`src/rtl/npc_pkg.sv`:
```
// Shared constants and sizing helpers for the instruction prefetch block.
package npc_pkg;

  localparam logic [63:0] RESET_PC_DEFAULT = 64'h8000_0000;

  // Byte distance between consecutive instructions of width inst_w bits.
  function automatic int unsigned inst_bytes(input int unsigned inst_w);
    return inst_w / 8;
  endfunction

  // Width of a counter that must hold values 0..depth inclusive.
  function automatic int unsigned cnt_width(input int unsigned depth);
    return $clog2(depth + 1);
  endfunction

endpackage

```
`src/rtl/inst_buf.sv`:
```
// Instruction buffer: FIFO with synchronous write, combinational head read,
// and flush. Simultaneous push and pop are accepted while full.
module inst_buf
  import npc_pkg::*;
#(
  parameter int DEPTH = 4,
  parameter int WIDTH = 96
) (
  input  logic                        clock,
  input  logic                        reset,
  input  logic                        flush,
  input  logic                        push,
  input  logic [WIDTH-1:0]            push_data,
  input  logic                        pop,
  output logic [WIDTH-1:0]            head_data,
  output logic                        full,
  output logic                        empty,
  output logic [cnt_width(DEPTH)-1:0] count
);

  localparam int PTR_W = $clog2(DEPTH);
  localparam int CNT_W = cnt_width(DEPTH);
  localparam logic [CNT_W-1:0] ONE   = CNT_W'(1);
  localparam logic [CNT_W-1:0] FULLC = CNT_W'(DEPTH);
  localparam logic [PTR_W-1:0] PONE  = PTR_W'(1);

  logic [WIDTH-1:0] mem [DEPTH];
  logic [PTR_W-1:0] wr_ptr_reg, rd_ptr_reg;
  logic [CNT_W-1:0] count_reg, count_next;
  logic             do_push, do_pop;

  assign empty     = (count_reg == '0);
  assign full      = (count_reg == FULLC);
  assign count     = count_reg;
  assign head_data = mem[rd_ptr_reg];

  assign do_pop  = pop && !empty;
  assign do_push = push && (!full || do_pop);

  always_comb begin
    count_next = count_reg;
    case ({do_push, do_pop})
      2'b10:   count_next = count_reg + ONE;
      2'b01:   count_next = count_reg - ONE;
      default: count_next = count_reg;
    endcase
  end

  always_ff @(posedge clock) begin
    if (do_push) begin
      mem[wr_ptr_reg] <= push_data;
    end
  end

  always_ff @(posedge clock) begin
    if (reset || flush) begin
      wr_ptr_reg <= '0;
      rd_ptr_reg <= '0;
      count_reg  <= '0;
    end else begin
      if (do_push) wr_ptr_reg <= wr_ptr_reg + PONE;
      if (do_pop)  rd_ptr_reg <= rd_ptr_reg + PONE;
      count_reg <= count_next;
    end
  end

  // The upstream credit scheme must never push into a full buffer without a pop.
  always_ff @(posedge clock) begin
    if (!reset && !flush) begin
      assert (!(push && full && !pop));
    end
  end

endmodule

```
`src/rtl/inst_prefetch.sv`:
```
// Instruction prefetcher: credit-limited in-order fetch into a small buffer,
// with redirect flush and discard of responses already in flight.
module inst_prefetch
  import npc_pkg::*;
#(
  parameter int          ADDR_W   = 64,
  parameter int          INST_W   = 32,
  parameter int          DEPTH    = 4,
  parameter logic [63:0] RESET_PC = RESET_PC_DEFAULT
) (
  input  logic              clock,
  input  logic              reset,
  input  logic              ce,
  input  logic              redirect,
  input  logic [ADDR_W-1:0] redirect_pc,
  output logic              mem_req_valid,
  input  logic              mem_req_ready,
  output logic [ADDR_W-1:0] mem_req_addr,
  input  logic              mem_resp_valid,
  input  logic [INST_W-1:0] mem_resp_data,
  output logic              inst_valid,
  input  logic              inst_ready,
  output logic [INST_W-1:0] inst,
  output logic [ADDR_W-1:0] inst_pc
);

  localparam int                CNT_W   = cnt_width(DEPTH);
  localparam logic [ADDR_W-1:0] STEP    = ADDR_W'(inst_bytes(INST_W));
  localparam logic [ADDR_W-1:0] PC0     = ADDR_W'(RESET_PC);
  localparam logic [CNT_W-1:0]  ONE     = CNT_W'(1);
  localparam logic [CNT_W:0]    DEPTH_C = (CNT_W + 1)'(DEPTH);

  logic [ADDR_W-1:0]        fpc_reg, fpc_next;
  logic [ADDR_W-1:0]        rpc_reg, rpc_next;
  logic [CNT_W-1:0]         outstanding_reg, outstanding_next;
  logic [CNT_W-1:0]         drop_cnt_reg, drop_cnt_next;
  logic                     hold_reg, hold_next;
  logic [CNT_W-1:0]         occupancy;
  logic                     buf_full, buf_empty;
  logic                     credit_ok, accept, resp_take, resp_drop, pop;
  logic [INST_W+ADDR_W-1:0] head;

  // Credits cover both buffered entries and responses still owed by memory.
  assign credit_ok = !buf_full &&
                     (({1'b0, occupancy} + {1'b0, outstanding_reg}) < DEPTH_C);

  assign mem_req_valid = !reset && (ce || hold_reg) && !redirect &&
                         (drop_cnt_reg == '0) && credit_ok;
  assign mem_req_addr  = fpc_reg;
  assign accept        = mem_req_valid && mem_req_ready;

  assign resp_take = mem_resp_valid && !redirect && (drop_cnt_reg == '0);
  assign resp_drop = mem_resp_valid && !redirect && (drop_cnt_reg != '0);

  assign inst_valid = !reset && !buf_empty && !redirect;
  assign pop        = inst_valid && inst_ready;
  assign inst       = head[INST_W+ADDR_W-1:ADDR_W];
  assign inst_pc    = head[ADDR_W-1:0];

  always_comb begin
    fpc_next         = fpc_reg;
    rpc_next         = rpc_reg;
    hold_next        = hold_reg;
    outstanding_next = outstanding_reg;
    drop_cnt_next    = drop_cnt_reg;
    if (redirect) begin
      fpc_next         = redirect_pc;
      rpc_next         = redirect_pc;
      hold_next        = 1'b0;
      outstanding_next = '0;
      // Everything still owed by memory becomes junk; a response landing now is already junk.
      drop_cnt_next    = drop_cnt_reg + outstanding_reg - CNT_W'(mem_resp_valid);
    end else begin
      if (accept)    fpc_next      = fpc_reg + STEP;
      if (resp_take) rpc_next      = rpc_reg + STEP;
      if (resp_drop) drop_cnt_next = drop_cnt_reg - ONE;
      if (accept)             hold_next = 1'b0;
      else if (mem_req_valid) hold_next = 1'b1;
      case ({accept, resp_take})
        2'b10:   outstanding_next = outstanding_reg + ONE;
        2'b01:   outstanding_next = outstanding_reg - ONE;
        default: outstanding_next = outstanding_reg;
      endcase
    end
  end

  always_ff @(posedge clock) begin
    if (reset) begin
      fpc_reg         <= PC0;
      rpc_reg         <= PC0;
      outstanding_reg <= '0;
      drop_cnt_reg    <= '0;
      hold_reg        <= 1'b0;
    end else begin
      fpc_reg         <= fpc_next;
      rpc_reg         <= rpc_next;
      outstanding_reg <= outstanding_next;
      drop_cnt_reg    <= drop_cnt_next;
      hold_reg        <= hold_next;
    end
  end

  inst_buf #(
    .DEPTH (DEPTH),
    .WIDTH (INST_W + ADDR_W)
  ) u_buf (
    .clock     (clock),
    .reset     (reset),
    .flush     (redirect),
    .push      (resp_take),
    .push_data ({mem_resp_data, rpc_reg}),
    .pop       (pop),
    .head_data (head),
    .full      (buf_full),
    .empty     (buf_empty),
    .count     (occupancy)
  );

endmodule
```
`config.mk`:
```
export PLATFORM = sky130hd
export DESIGN_NAME = inst_prefetch
export DESIGN_NICKNAME = d
export VERILOG_FILES = /design/src/rtl/npc_pkg.sv /design/src/rtl/inst_buf.sv /design/src/rtl/inst_prefetch.sv
export SDC_FILE = /design/constraint.sdc
export NUM_CORES = 1
export LEC_CHECK = 0
export CORE_MARGIN = 1.5
export CORE_UTILIZATION = 47
export DETAILED_ROUTE_END_ITERATION = 6
export PLACE_DENSITY_LB_ADDON = 0.15
export SYNTH_ARGS = -nofsm -noshare
export SYNTH_HDL_FRONTEND = slang
export SYNTH_SLANG_ARGS = --single-unit
```
`constraint.sdc`:
```
create_clock -name clock -period 8.15 [get_ports clock]
set_clock_uncertainty 0.2 [all_clocks]
set_input_delay 1.63 -clock clock [delete_from_list [all_inputs] [get_ports clock]]
set_output_delay 1.63 -clock clock [all_outputs]
set_load 0.01 [all_outputs]
```
## After elaboration in Yosys (flattened, before gate mapping)

Memories as Yosys holds them, arrays and structs flattened. A register that Yosys moved wholly into a read port is not among the register bits.
Cells that the tools add are included.

- Memories: 1
- ROM bits: 0
- Logic and storage cells: 70
- Latch bits: 0
- Bits in writable memories: 384
- Input port bits: 103
- Bits in registers: 142
- Output and inout port bits: 162

Memory list:

| name | words | width | read ports | clocked after memory_dff | write ports | RTL line | source |
|---|---|---|---|---|---|---|---|
| u_buf.mem | 4 | 96 | 1 | 1 | 1 | inst_buf.sv:27 | `logic [WIDTH-1:0] mem [DEPTH];` |

- Multiplexer cells: 12
- Order comparisons: 1
- Multipliers: 0
- Reduce and logical (&&, ||, !) cells: 31
- Bitwise gates (word level): 0
- Eq/ne operators: 5
- Divide/modulo/power cells: 0
- Shifts and indexed selects: 0
- Add/subtract/negate cells: 12

Operators with widths:

| cell | count |
|---|---|
| two-way mux 64 bit | 4 |
| adder 64 x 3 -> 64 bit, second input constant | 2 |
| logical AND 1 bit | 14 |
| one-hot mux 3 bit (2 select lines) | 2 |
| nonzero test 2 bit | 5 |
| subtractor 3 x 1 -> 3 bit, second input constant | 3 |
| adder 3 x 1 -> 3 bit, second input constant | 2 |
| zero test 3 bit | 2 |
| two-way mux 3 bit | 2 |
| adder 2 x 1 -> 2 bit, second input constant | 2 |
| adder 3 x 3 -> 4 bit | 1 |
| equality test 2 x 1 -> 1 bit, second input constant | 2 |
| equality test 2 bit, second input constant | 2 |
| zero test 1 bit | 4 |
| < comparator 4 x 3 -> 1 bit, second input constant | 1 |
| two-way mux 2 bit | 2 |
| adder 3 bit | 1 |
| equality test 3 bit, second input constant | 1 |
| logical OR 1 bit | 3 |
| nonzero test 3 bit | 1 |
| OR reduction 3 bit | 1 |
| subtractor 3 x 1 -> 3 bit | 1 |
| two-way mux 1 bit | 2 |
| OR reduction 2 bit | 1 |

## Longest topological paths before layout

- Word-level depth: 10
- Depth in mapped cells: 16
- Mapped depth without buffers: 12

## Cells and area by module

From an unflattened synthesis, not the netlist that was laid out.

- Cell total of the unflattened synthesis: 1561
- Area, all modules: 22122.5 um^2

Modules (own cells, without submodules):

| module | seq. area each (um^2) | times used | cells each | area an instance (um^2) |
|---|---|---|---|---|
| inst_buf | 11711.2 | 1 | 558 | 14305.0 |
| inst_prefetch | 2702.6 | 1 | 1003 | 7817.5 |

## Worst setup path before layout

OpenSTA, ideal clock, no wires.

- Kind: input -> register
- Start point: in reset
- End point: mem u_buf.mem[0][0], enable pin
- Path slack: 2.596 ns
- Data required time: 7.484 ns
- Stages on the path: 4
- Buffers on the path: 1
- Library setup time: 0.466 ns
- Arrival: 4.888 ns
- Cell sequence: buf_2 or3b_2 a21boi_1 and2_1

- Longest elaborated chain between the ends: 9

RTL lines:

| what | RTL line | source |
|---|---|---|
| start, declared | inst_prefetch.sv:12 | `input logic reset,` |
| zero test 1 bit | - |  |
| logical AND 1 bit (2 in a row) | inst_prefetch.sv:55 | `assign inst_valid = !reset && !buf_empty && !redirect;` |
| logical AND 1 bit | inst_prefetch.sv:56 | `assign pop = inst_valid && inst_ready;` |
| logical AND 1 bit | inst_buf.sv:37 | `assign do_pop = pop && !empty;` |
| logical OR 1 bit | inst_buf.sv:38 | `assign do_push = push && (!full \|\| do_pop);` |
| logical AND 1 bit | inst_buf.sv:38 |  |
| two-way mux 1 bit | inst_buf.sv:50 | `if (do_push) begin` |
| two-way mux 1 bit (not written as such) | inst_buf.sv:51 | `mem[wr_ptr_reg] <= push_data;` |
| end, declared | inst_buf.sv:27 |  |

No other way between the ends.

## Worst setup path after layout

- Start point: in redirect
- End point: out mem_req_valid

- Longest elaborated chain between the ends: 4

RTL lines:

| what | RTL line | source |
|---|---|---|
| start, declared | inst_prefetch.sv:14 | `input logic redirect,` |
| zero test 1 bit | - |  |
| logical AND 1 bit (2 in a row) | inst_prefetch.sv:47 | `assign mem_req_valid = !reset && (ce \|\| hold_reg) && !redirect &&` |
| logical AND 1 bit | inst_prefetch.sv:48 | `(drop_cnt_reg == '0) && credit_ok;` |
| end, declared | inst_prefetch.sv:16 | `output logic mem_req_valid,` |

No other way between the ends.

==> metrics.md <==
| Metric | Value |
|---|---|
| Area after DPL | `25300 um2` |
| CTS tree | `built` |
| Startpoint Class | `input port` |
| Total GRT Usage | `0.240` |
| CP Max Fanout | `35` |
| Power Density | `238 nW/um2` |
| Drt wl/cell | `23.5 um` |
| Max Clk Rate | `184 MHz` |
| Hold Crit Class | `flop to flop` |
| Final wirelength | `57800 um` |
| Port Buf Inserts | `264` |
| Final hold violation count | `0` |
| Post_cts resized | `0` |
| Number of iterations in the first detailed-routing pass | `5` |
| Sequential share of the synthesized area | `0.652` |
| Antenna violations before repair | `1` |
| Vias in the first global route | `14300` |
| Inserted Clock Buffers | `54` |
| Routability cong. | `0.834` |
| Final worst-path cycle share | `0.668` |
| Arrival @ worst endpoint | `3.61 ns` |
| Peak supply drop | `0.212 mV` |
| Worst-path clk slew | `0.06 ns` |
| Final nets | `1923` |
| Synth Flop Type | `edfxtp_1` |
| Number of flip-flops in the largest register | `384` |
| CTS sink count | `528` |
| Via count of the routed design | `14500` |
| Final setup violation count | `0` |
| DIE AREA | `48400 um2` |
| Post-CTS Hold Fix Bufs | `0` |
| Lkg Pwr | `8.83 nW` |
| Largest net degree at the start of global routing | `74` |
| CTS root buf | `clkbuf_16` |
| DRC violations left | `0` |
| Register bit count reported by yosys | `528` |
| Ys async rst share | `0` |
| Core footprint | `46500 um2` |
| Vias/cell | `5.90` |
| Htree depth | `2` |
| Slew Viols, Final | `0` |
| Setup crit end kind | `output port` |
| Initial Util | `0.476` |
| Fin area | `27300 um2` |
| Yosys Warn Count | `0` |
| # IOs | `265` |
| Post-route ant nets | `0` |
| FP Rows | `79` |
| Die Y | `220 um` |
| Commonest cells after routing, fill and taps aside | `edfxtp_1, clkdlybuf4s50_1, dfxtp_1` |
| Setup TNS | `0 ns` |
| First-pass GRT wire length | `86900 um` |
| Worst setup path category | `input port to output port` |
| Area grow syn2layout | `23.3%` |
| Layout cell share with drive strength beyond 1 | `0.128` |
| EDFF count, synth | `384` |
| Worst Path Required | `6.32 ns` |
| Post-Synthesis Cells | `1558` |
| Syn_nets | `1678` |
| Clock Latency Late Sink | `0.61 ns` |
| Die Width | `220 um` |
| RSZ-0062 raised after global routing | `false` |
| Slew HR | `0.286` |
| Remaining global-route overflow | `0` |
| Max Root-Sink Buffers | `3` |
| Post-DP HPWL | `37500 um` |
| Unique cell type count in the Yosys netlist | `73` |
| Worst-margin pin slew | `1.07 ns` |
| Most common cell after layout, fill and taps aside | `edfxtp_1` |
| Starting DRT DRC Count | `1712` |
| Setup Fix Bufs, Post-CTS | `0` |
| Post-Syn Area | `22100 um2` |
| Tmin final | `5.44 ns` |
| Post-Syn Area per Cell | `14.2 um2` |
| Status | `complete, no violations` |
| Max-cap violations | `0` |
report_power, final:
group          switching, mW  internal (mW)
clock                   1.06           1.68
combinational          0.317          0.313
sequential             0.103           3.01
total                   1.48           5.00
final cells by class:
cell class | instances | area [um2]
diodes | 2 | 5.00
clock buffers | 64 | 1440
clock inverters | 37 | 533
fillers | 3697 | 19200
inverters | 30 | 114
multi-input cells | 910 | 7260
flip-flops and latches | 528 | 14400
well taps | 607 | 759
repair buffers | 279 | 2750
per-layer routing:
metal / vias up / wire (um) / track usage
li1: 6542 / - / -
met1: 7293 / 24900 / 0.339
met2: 561 / 26700 / 0.368
met3: 99 / 4450 / 0.0482
met4: 0 / 1770 / 0.0887
met5: - / 0 / 0
logic make-up (layout without fill, tap and decap cells):
group           Yosys count  after routing  share of synthesized area
compound gates          245            245                     0.0703
xor+xnor                 85             85                     0.0336
fa+ha+maj                17             17                     0.0106
buf+inv                 120            410                     0.0215
flops                   528            528                      0.652
mux                     103            103                      0.101
other cells               0              2                          0
simple gates            460            460                      0.111
worst max-delay path: stages:
cell and delay [ns]:
buf_2 0.33, or2_1 0.51, nor3_2 0.39, and2_1 0.21, clkdlybuf4s50_1 0.54
through the flow:
| stage | setup slack (ns) | util | total power [mW] | hold WS [ns] | std cells |
|---|---|---|---|---|---|
| finish | 2.71 | 0.587 | 6.48 | 0.267 | 2457 |
| global route | 2.57 | 0.587 | 6.69 | 0.302 | 2455 |
| CTS | 2.73 | 0.587 | 6.53 | 0.268 | 2455 |
| detailed placement | 2.65 | 0.545 | 3.80 | 0.259 | 2354 |
| global placement | 2.72 | 0.545 | 3.79 | 0.259 | 2354 |
| floorplan | 2.60 | - | 3.46 | 0.260 | 1558 |
cells in the mapped netlist, types with 35 or more instances:
library cell | count | area, um2
nor2_1 | 95 | 357
dfxtp_1 | 144 | 2880
clkbuf_1 | 59 | 221
a21oi_1 | 71 | 355
edfxtp_1 | 384 | 11500
mux4_2 | 96 | 2160
xor2_1 | 35 | 307
a31oi_1 | 40 | 250
nand4_1 | 37 | 231
nand2_1 | 103 | 387
xnor2_1 | 50 | 438
nand3_1 | 52 | 260
final timing paths:
check | from | end | slack (ns) | depth (start not counted)
max reg2reg | drop_cnt_reg[0]$_SDFFE_PP0P_ | u_buf.mem[0][68]$_DFFE_PP_ | 4.34 | 6
min | mem_req_addr[0]$_SDFFE_PP0P_ | mem_req_addr[0]$_SDFFE_PP0P_ | 0.27 | 2
max | redirect | mem_req_valid | 2.71 | 5
min reg2reg | mem_req_addr[0]$_SDFFE_PP0P_ | mem_req_addr[0]$_SDFFE_PP0P_ | 0.27 | 2
Power figures use the tool's default switching activity.
